[src/rtl/fft_input_loader.sv]
// fft_input_loader: streams N real samples into the FFT32 input register
// array (we/addr/data write port), then holds off input and flags a full
// frame until the FFT stage releases it.
// Optional macro FFT_LOADER_BITREV_EN: when defined, write addresses are
// bit-reversed; otherwise they follow natural sample order.
module fft_input_loader #(
  parameter int N   = 32,
  parameter int MSB = 16
) (
  input  logic                 clk,
  input  logic                 reset,
  input  logic                 in_valid,
  input  logic [MSB-1:0]       in_data,
  output logic                 in_ready,
  output logic                 we,
  output logic [$clog2(N)-1:0] addr,
  output logic [MSB-1:0]       data,
  output logic                 frame_valid,
  input  logic                 frame_release,
  output logic [$clog2(N)-1:0] sample_cnt
);

  localparam int AW = $clog2(N);
  localparam logic [AW-1:0] LAST = AW'(N - 1);

  typedef enum logic [1:0] {LOAD, SETTLE, FULL} state_t;

  state_t        state_q, state_d;
  logic          accept;
  logic [AW-1:0] cnt_rev;
  logic [AW-1:0] wr_addr;

  // in_ready is registered and tracks state==LOAD, so it gates accepts directly
  assign accept = in_valid && in_ready;

  // bit-reverse the natural-order count
  for (genvar i = 0; i < AW; i++) begin : g_rev
    assign cnt_rev[i] = sample_cnt[AW-1-i];
  end

`ifdef FFT_LOADER_BITREV_EN
  assign wr_addr = cnt_rev;
`else
  assign wr_addr = sample_cnt;
`endif

  // state register
  always_ff @(posedge clk) begin
    if (reset) state_q <= LOAD;
    else       state_q <= state_d;
  end

  // next-state: last accept -> one settle cycle for the final write -> hold frame
  always_comb begin
    state_d = state_q;
    case (state_q)
      LOAD:    if (accept && sample_cnt == LAST) state_d = SETTLE;
      SETTLE:  state_d = FULL;
      FULL:    if (frame_release) state_d = LOAD;
      default: state_d = LOAD;
    endcase
  end

  // registered write port, handshake and frame flag
  always_ff @(posedge clk) begin
    if (reset) begin
      in_ready    <= 1'b1;
      we          <= 1'b0;
      addr        <= '0;
      data        <= '0;
      frame_valid <= 1'b0;
      sample_cnt  <= '0;
    end else begin
      we          <= accept;
      in_ready    <= (state_d == LOAD);
      frame_valid <= (state_d == FULL);
      if (accept) begin
        addr       <= wr_addr;
        data       <= in_data;
        sample_cnt <= sample_cnt + 1'b1;  // N is a power of two: wraps N-1 -> 0
      end
    end
  end

endmodule

[config.mk]
export PLATFORM = sky130hd
export DESIGN_NAME = fft_input_loader
export DESIGN_NICKNAME = d
export VERILOG_FILES = /design/src/rtl/fft_input_loader.sv
export SDC_FILE = /design/constraint.sdc
export NUM_CORES = 1
export LEC_CHECK = 0
export BUFFER_PORTS_ARGS = -buffer_cell sky130_fd_sc_hd__buf_2
export CAP_MARGIN = 20
export CELL_PAD_IN_SITES_DETAIL_PLACEMENT = 0
export CELL_PAD_IN_SITES_GLOBAL_PLACEMENT = 1
export CORE_UTILIZATION = 29
export CTS_CLUSTER_SIZE = 16
export DETAILED_ROUTE_END_ITERATION = 8
export GPL_TIMING_DRIVEN = 0
export PLACE_DENSITY_LB_ADDON = 0.3
export SETUP_SLACK_MARGIN = 0.2
export SLEW_MARGIN = 10
export SYNTH_ARGS = -nofsm -noshare
export SYNTH_HDL_FRONTEND = slang
export SYNTH_SLANG_ARGS = --single-unit
[constraint.sdc]
create_clock -name clk -period 1.3 [get_ports clk]
set_clock_uncertainty 0.1 [all_clocks]
set_input_delay 0.26 -clock clk [delete_from_list [all_inputs] [get_ports clk]]
set_output_delay 0.26 -clock clk [all_outputs]
set_load 0.02 [all_outputs]
; ---- Yosys cells after proc, flatten, opt, wreduce, memory -nomap -nowiden
; Index checks and enable logic that the tools add are counted.
[word_totals]
output_inout_bits = 29
regBits = 31
elab_cells = 19
in_bits = 20
[classes]
add_sub_neg = 1
n_reduce_logical = 4
muxes = 3
n_eq_ne = 4
[ops]
columns = operator, n
row1 = one-hot mux 2 bit (3 select lines), 1
row2 = adder 5 x 1 -> 5 bit (second input constant), 1
row3 = equality test 5 bit (second input constant), 1
row4 = equality test 2 bit (second input constant), 2
row5 = zero test 2 bit, 2
row6 = 2-to-1 mux 2 bit, 2
row7 = equality test 2 x 1 -> 1 bit (second input constant), 1
row8 = logical AND 1 bit, 2

; ---- Logic depth before layout (Yosys ltp)
; Gate-level depths: netlist of the first run.
[depth]
word_depth = 5
ltp_mapped = 5
mapped_depth_nobuf = 5

; ---- Worst setup path after synthesis of the first run
; Ideal clock, no wire load.
[synth_path]
path_type = register -> register
from = register sample_cnt[0]
to = register in_ready
period_less_slack_ns = 1.429
path_buffers = 0
setup_ns = 0.114
path_stages_with_launch = 6
t_required_ns = 1.086
setup_slack_ns = -0.129
arrival_time_ns = 1.215
path_cell_list = dfxtp_1 ha_1 and3_1 ha_1 nand3b_1 a21o_1
[synth_via]
elab_chain_len = 5
[synth_rtl]
columns = item, line_no
row1 = "start, declared", 20  ; output logic [$clog2(N)-1:0] sample_cnt
row2 = "start signal, assigned", 80  ; sample_cnt <= sample_cnt + 1'b1;
row3 = equality test 5 bit, 57  ; LOAD: if (accept && sample_cnt == LAST) state_d = SETTLE;
row4 = logical AND 1 bit, 57
row5 = 2-to-1 mux 2 bit, 57
row6 = one-hot mux 2 bit (3 select lines), 56  ; case (state_q)
row7 = zero test 2 bit, 75  ; in_ready <= (state_d == LOAD);
row8 = "end signal, assigned", 75
row9 = "end, declared", 14  ; output logic in_ready,
; No other way between the ends.
; A chain may end at the register's enable or synchronous reset.

; ---- Worst setup path after layout of the first run
[layout_path]
from = register sample_cnt[0]
to = register sample_cnt[4]
[layout_via]
elab_chain_len = 1
[layout_rtl]
columns = item, line_no
row1 = adder 5 x 1 -> 5 bit, 80
; No other way between the ends.

==> results of run 1 <==
==> worst register-to-register path, cell delays in order (launching register included) <==
cell     delay (ns)
dfxtp_4        0.36
ha_4           0.16
and3_4         0.18
ha_4           0.25
nand2_2        0.05
a21oi_2        0.12
==> state kept, by name (all words and copies together) (netlist names) <==
name / cells
addr: 5
data: 16
state_q: 2
frame_valid: 1
we: 1
sample_cnt: 5
in_ready: 1
==> worst max-delay path by stage <==
stage               slack, ns  cells past startpoint                          to
global placement        0.006                      4        addr[1]$_SDFFE_PP0P_
detailed placement      -0.01                      4        data[8]$_SDFFE_PP0P_
finish                  0.008                      5  sample_cnt[4]$_SDFFE_PP0P_
CTS                      0.02                      5  sample_cnt[4]$_SDFFE_PP0P_
floorplan                0.05                      5         in_ready$_SDFF_PP1_
global route            -0.02                      5  sample_cnt[4]$_SDFFE_PP0P_
==> synthesized netlist by cell type <==
cell	count
and3_1	2
dfxtp_1	31
mux2i_1	1
and2_1	1
nand2_1	46
buf_1	1
o21ai_0	1
clkbuf_1	1
nand3b_1	1
nand3_1	2
xor2_1	1
ha_1	2
a21o_1	1
xnor2_1	1
buf_6	2
nand2_2	1
nor2_1	7
or3_1	1
buf_2	3
buf_4	1
a21oi_1	24
==> layout make-up <==
| cell class | instances | area [um^2] |
|---|---|---|
| Buffer | 8 | 92.59 |
| Sequential cell | 31 | 668.1 |
| Clock buffer | 8 | 100.1 |
| Tap cell | 48 | 60.06 |
| Fill cell | 322 | 1460 |
| Multi-Input combinational cell | 92 | 698.2 |
| Timing Repair Buffer | 64 | 581.8 |
==> cell families after synthesis <==
| group | Yosys count | share of synthesized area |
|---|---|---|
| mux | 1 | 0.009050 |
| buf+inv | 8 | 0.04750 |
| compound gates | 26 | 0.1199 |
| xor+xnor | 2 | 0.01584 |
| flops | 31 | 0.5611 |
| simple gates | 61 | 0.2240 |
| fa+ha+maj | 2 | 0.02262 |
==> what timing repair did <==
item                       in CTS  in global routing
gates resized for setup        92                 65
setup endpoints to repair      48                 56
pin swaps                       8                 28
cloned                          2                  0
setup buffers                   5                  9
==> power breakdown <==
part           internal (W)  switching, W
logic              0.000223      0.000205
clock network      0.000482      0.000326
registers          0.000989     0.0000302
total               0.00169      0.000561
==> routing by layer <==
| layer | vias up | global-route usage |
|---|---|---|
| met5 | - | 0 |
| li1 | 569 | - |
| met4 | 0 | 0.07670 |
| met3 | 5 | 0.05714 |
| met1 | 522 | 0.1659 |
| met2 | 30 | 0.2580 |
==> metrics by stage <==
stage | setup TNS (ns) | instance area, um^2
3_3_place_gp | 0 | 1453
3_5_place_dp | -0.03026 | 1453
6_report | 0 | 2201
4_1_cts | 0 | 1888
2_1_floorplan | 0 | 1152
5_1_grt | -0.02454 | 2201
==> impl_metrics.ini, run 1 <==
[cts]
hold_buffers = 0
h-tree-depth = 2
clk_pin_slew_ns = 0.06
cts_inserted_buffers = 5
clock-root-buffer = clkbuf_8
cts.path.max_buffers = 2
clk_latency_ns = 0.28
cts_tree = built
cts_sinks = 31

[critical_path]
crit_start = sample_cnt[0]$_SDFFE_PP0P_
r2r_start = sample_cnt[0]$_SDFFE_PP0P_
r2r_end = sample_cnt[4]$_SDFFE_PP0P_
rrSetupSlack_ns = 0.008
crit_chain = ha_4 > and3_4 > ha_4 > nand2_2 > a21oi_2
crit_path_start_kind = flip-flop
critPathMaxFanout = 3
cpLargestDelayFamily = adder cells
cp-end-kind = flip-flop
crit_arrival_ns = 1.40
cp_common_cell = ha_4
max_stage_delay_ns = 0.36
critPathBufInv = 0
cp.required_ns = 1.40
r2r_cells = 5
slowest_stage = dfxtp_4
timing.setup.critical_path_class = reg -> reg

[pwr]
max-vdd-ir-drop_uv = 751.9
total_power_w = 0.002255
leakage_nw = 0.9671
p_per_area_nw_per_um2 = 1025

[yosys]
synth_area_leaders = dfxtp_1 (56%), nand2_1 (16%), a21oi_1 (11%), nor2_1 (2.4%), ha_1 (2.3%)
syn_avg_cell_area_um2 = 8.443
netlist_area_um2 = 1106
syn_inst = 131
yosys.area.top_type_share = 0.5611
ys_types = 21
ys_seq_elements = 31
syn_nets = 153
ys_seq_area_frac = 0.5611
yosysWarnings = 0
yosysTopAreaCell = dfxtp_1

[floorplanning]
pin_count = 49
coreArea_um2 = 3661
die_w_um = 63.76
start_util = 0.3021
rows = 22
die_area_um2 = 4065
die_y_um = 63.76

[cells_and_area]
area_growth_pct = 98.98
layout_common_cells = buf_6 (30), nand2_1 (26), dfxtp_2 (23)
layout_commonest_cell = buf_6
num-nets-final = 224
finalCoreUtilization = 0.6012
final_cells = 251
drive_above_1_share = 0.7537
antenna_cells = 0

[worst_hold_path]
holdCritPathClass = in -> reg
worstHoldStart = reset
hold-path-cell-count = 2
min_to = we$_SDFF_PP0_

[place]
dp_slack_ns = -0.01060
io_buffers = 48
hpwl_um = 1830
gp_congestion = 0.7404
dp_cells = 227

[detailed_routing]
met1_length_um = 1319
top_layer = met4
finalWirelength_um = 3173
via_per_inst = 4.486
drc = 0
wl_met2_um = 1645
ant_nets = 0
drt-initial-drc-count = 29
drtPass1Iterations = 4
wl_per_cell_um = 12.64
num_vias = 1126
wl_met3_um = 158

[sta]
setup_viol = 0
slew_headroom = 0.5815
fmax_mhz = 773.8
maxSlewViolCount = 0
worst_pin_slew_ns = 0.6277
min_period_over_period = 0.9941
setup_ws_ns = 0.007640
final_hold_viol_count = 0
period_needed_ns = 1.292
whs_ns = 0.07513
rsz0062_at_grt = yes

[grt]
antenna_found_initial = 0
grt_first_pass_wirelength_um = 4581
track_usage = 0.1527
grt_pass1_vias = 1019
grt_max_degree = 11
grt_overflow_total = 0

[run_status]
status = finished, final reports clean

[flow_run]
drv_cap = 0
(Power assumes the default switching activity.)
==> inputs of run 2 (changes only) <==
--- a/config.mk
+++ b/config.mk
@@ -9,6 +9,7 @@
 export CAP_MARGIN = 20
 export CELL_PAD_IN_SITES_DETAIL_PLACEMENT = 0
 export CELL_PAD_IN_SITES_GLOBAL_PLACEMENT = 1
+export CORE_ASPECT_RATIO = 1.4
 export CORE_UTILIZATION = 29
 export CTS_CLUSTER_SIZE = 16
 export DETAILED_ROUTE_END_ITERATION = 8
==> run 2 against run 1 <==
Via count hardly changed. Non-clock buffer count is 4 lower. Setup slack better by 0.047 ns. Clock-buffer cell count stayed put. Sequential share of layout area is 3.2 points higher. Critical path depth stayed put.
==> impl_metrics.ini, run 2 (synthesis results as in run 1) <==
[critical_path]
r2r_end = sample_cnt[4]$_SDFFE_PP0P_
rrSetupSlack_ns = 0.05
cp_common_cell = ha_4
max_stage_delay_ns = 0.36
timing.setup.critical_path_class = reg -> reg
crit_chain = ha_4 > and3_4 > ha_4 > nand2_2 > a21oi_2
critPathMaxFanout = 4
crit_arrival_ns = 1.36
cp-end-kind = flip-flop
cpLargestDelayFamily = adder cells
critPathBufInv = 0
r2r_cells = 5
critical_path_depth = 5
endpoint = sample_cnt[4]$_SDFFE_PP0P_
r2r_start = sample_cnt[1]$_SDFFE_PP0P_
crit_start = sample_cnt[1]$_SDFFE_PP0P_
slowest_stage = dfxtp_4
crit_path_start_kind = flip-flop
cp.required_ns = 1.41

[grt]
track_usage = 0.1665
grt_pass1_vias = 1070
grt_max_degree = 11
antenna_found_initial = 0
grt_first_pass_wirelength_um = 4726
grt_overflow_total = 0

[cts]
clk_pin_slew_ns = 0.06
h-tree-depth = 2
cts_sinks = 31
cts_inserted_buffers = 5
clk_latency_ns = 0.28
cts.path.max_buffers = 2
clock-root-buffer = clkbuf_8
cts_tree = built

[sta]
whs_ns = 0.06229
final_hold_viol_count = 0
rsz0062_at_grt = yes
worst_pin_slew_ns = 0.5775
period_needed_ns = 1.245
fmax_mhz = 802.9
slew_headroom = 0.6150
min_period_over_period = 0.9580
setup_viol = 0
maxSlewViolCount = 0

[place]
gp_congestion = 0.7281
hpwl_um = 1981
dp_cells = 221
io_buffers = 48

[detailed_routing]
via_per_inst = 4.676
drtPass1Iterations = 4
ant_nets = 0
wl_per_cell_um = 12.94
num_vias = 1127
finalWirelength_um = 3118
drt-initial-drc-count = 12
drc = 0

[run_status]
status = finished, final reports clean

[floorplanning]
die_w_um = 54.20
rows = 26
die_y_um = 75.07
pin_count = 49
start_util = 0.3036
die_area_um2 = 4068
coreArea_um2 = 3643

[cells_and_area]
num-nets-final = 220
largest_register = data
layout_common_cells = nand2_1 (33), buf_6 (31), dfxtp_2 (24)
largest_reg_flops = 16
area_growth_pct = 80.32
drive_above_1_share = 0.6834
antenna_cells = 0
reg_top3 = data (16), addr (5), sample_cnt (5)
final_cells = 241
layout_commonest_cell = nand2_1

[pwr]
p_per_area_nw_per_um2 = 1041
max-vdd-ir-drop_uv = 859.2
leakage_nw = 0.8374

[flow_run]
drv_cap = 0

[worst_hold_path]
holdCritPathClass = in -> reg
run 2: cell count changes in the layout (fill, tap and decap cells not counted), moves of 3 or more:
| cell | change |
|---|---|
| nand2_4 | -11 |
| nand2_1 | +7 |
| buf_4 | -4 |
| nand2_2 | +4 |
| buf_12 | -3 |
run 2: through the flow:
step | power, W | setup TNS [ns] | util | instance area, um^2 | setup WS (ns)
final | 0.002077 | 0 | 0.5474 | 1994 | 0.05457
after global routing | 0.002181 | 0 | 0.5474 | 1994 | 0.02765
after CTS | 0.002088 | 0 | 0.5203 | 1896 | 0.05884
after detailed placement | 0.001258 | -0.008772 | 0.3966 | 1445 | -0.008772
after global placement | 0.001252 | 0 | 0.3966 | 1445 | 0.03000
after floorplan | 0.001167 | 0 | - | 1152 | 0.04589
run 2: where the power goes:
group	switching [W]	leakage, nW	internal (W)
clock	0.000333	0.0395	0.000379
sequential	0.0000296	0.266	0.000989
combinational	0.000172	0.532	0.000174
total	0.000534	0.837	0.00154
run 2: worst min-delay path by stage:
stage,end,cells after the start,from
floorplan,we$_SDFF_PP0_,1,reset
global placement,data[7]$_SDFFE_PP0P_,2,data[7]$_SDFFE_PP0P_
detailed placement,data[4]$_SDFFE_PP0P_,2,data[4]$_SDFFE_PP0P_
CTS,we$_SDFF_PP0_,2,reset
global route,we$_SDFF_PP0_,2,reset
finish,we$_SDFF_PP0_,2,reset
run 2: what timing repair did:
action	in CTS	in global routing
hold buffers	0	0
endpoints found under the setup margin	52	56
setup buffers	5	5
gates resized for setup	111	17
cloned	2	0
pin swaps	11	7
run 2: final cells by class:
type,instances,area (um^2)
buffer,8,77.57
timing repair buffer,60,525.5
sequential,31,669.4
multi-input combinational,92,589.3
clock buffer,8,80.08
fill,353,1649
tap,42,52.55
run 2: layer usage:
layer,global-route usage,share of wire,up-vias
met5,0,0,-
met4,0.07692,0.015,0
met3,0.05657,0.045,5
met2,0.2913,0.56,29
met1,0.1736,0.38,534
li1,-,-,559
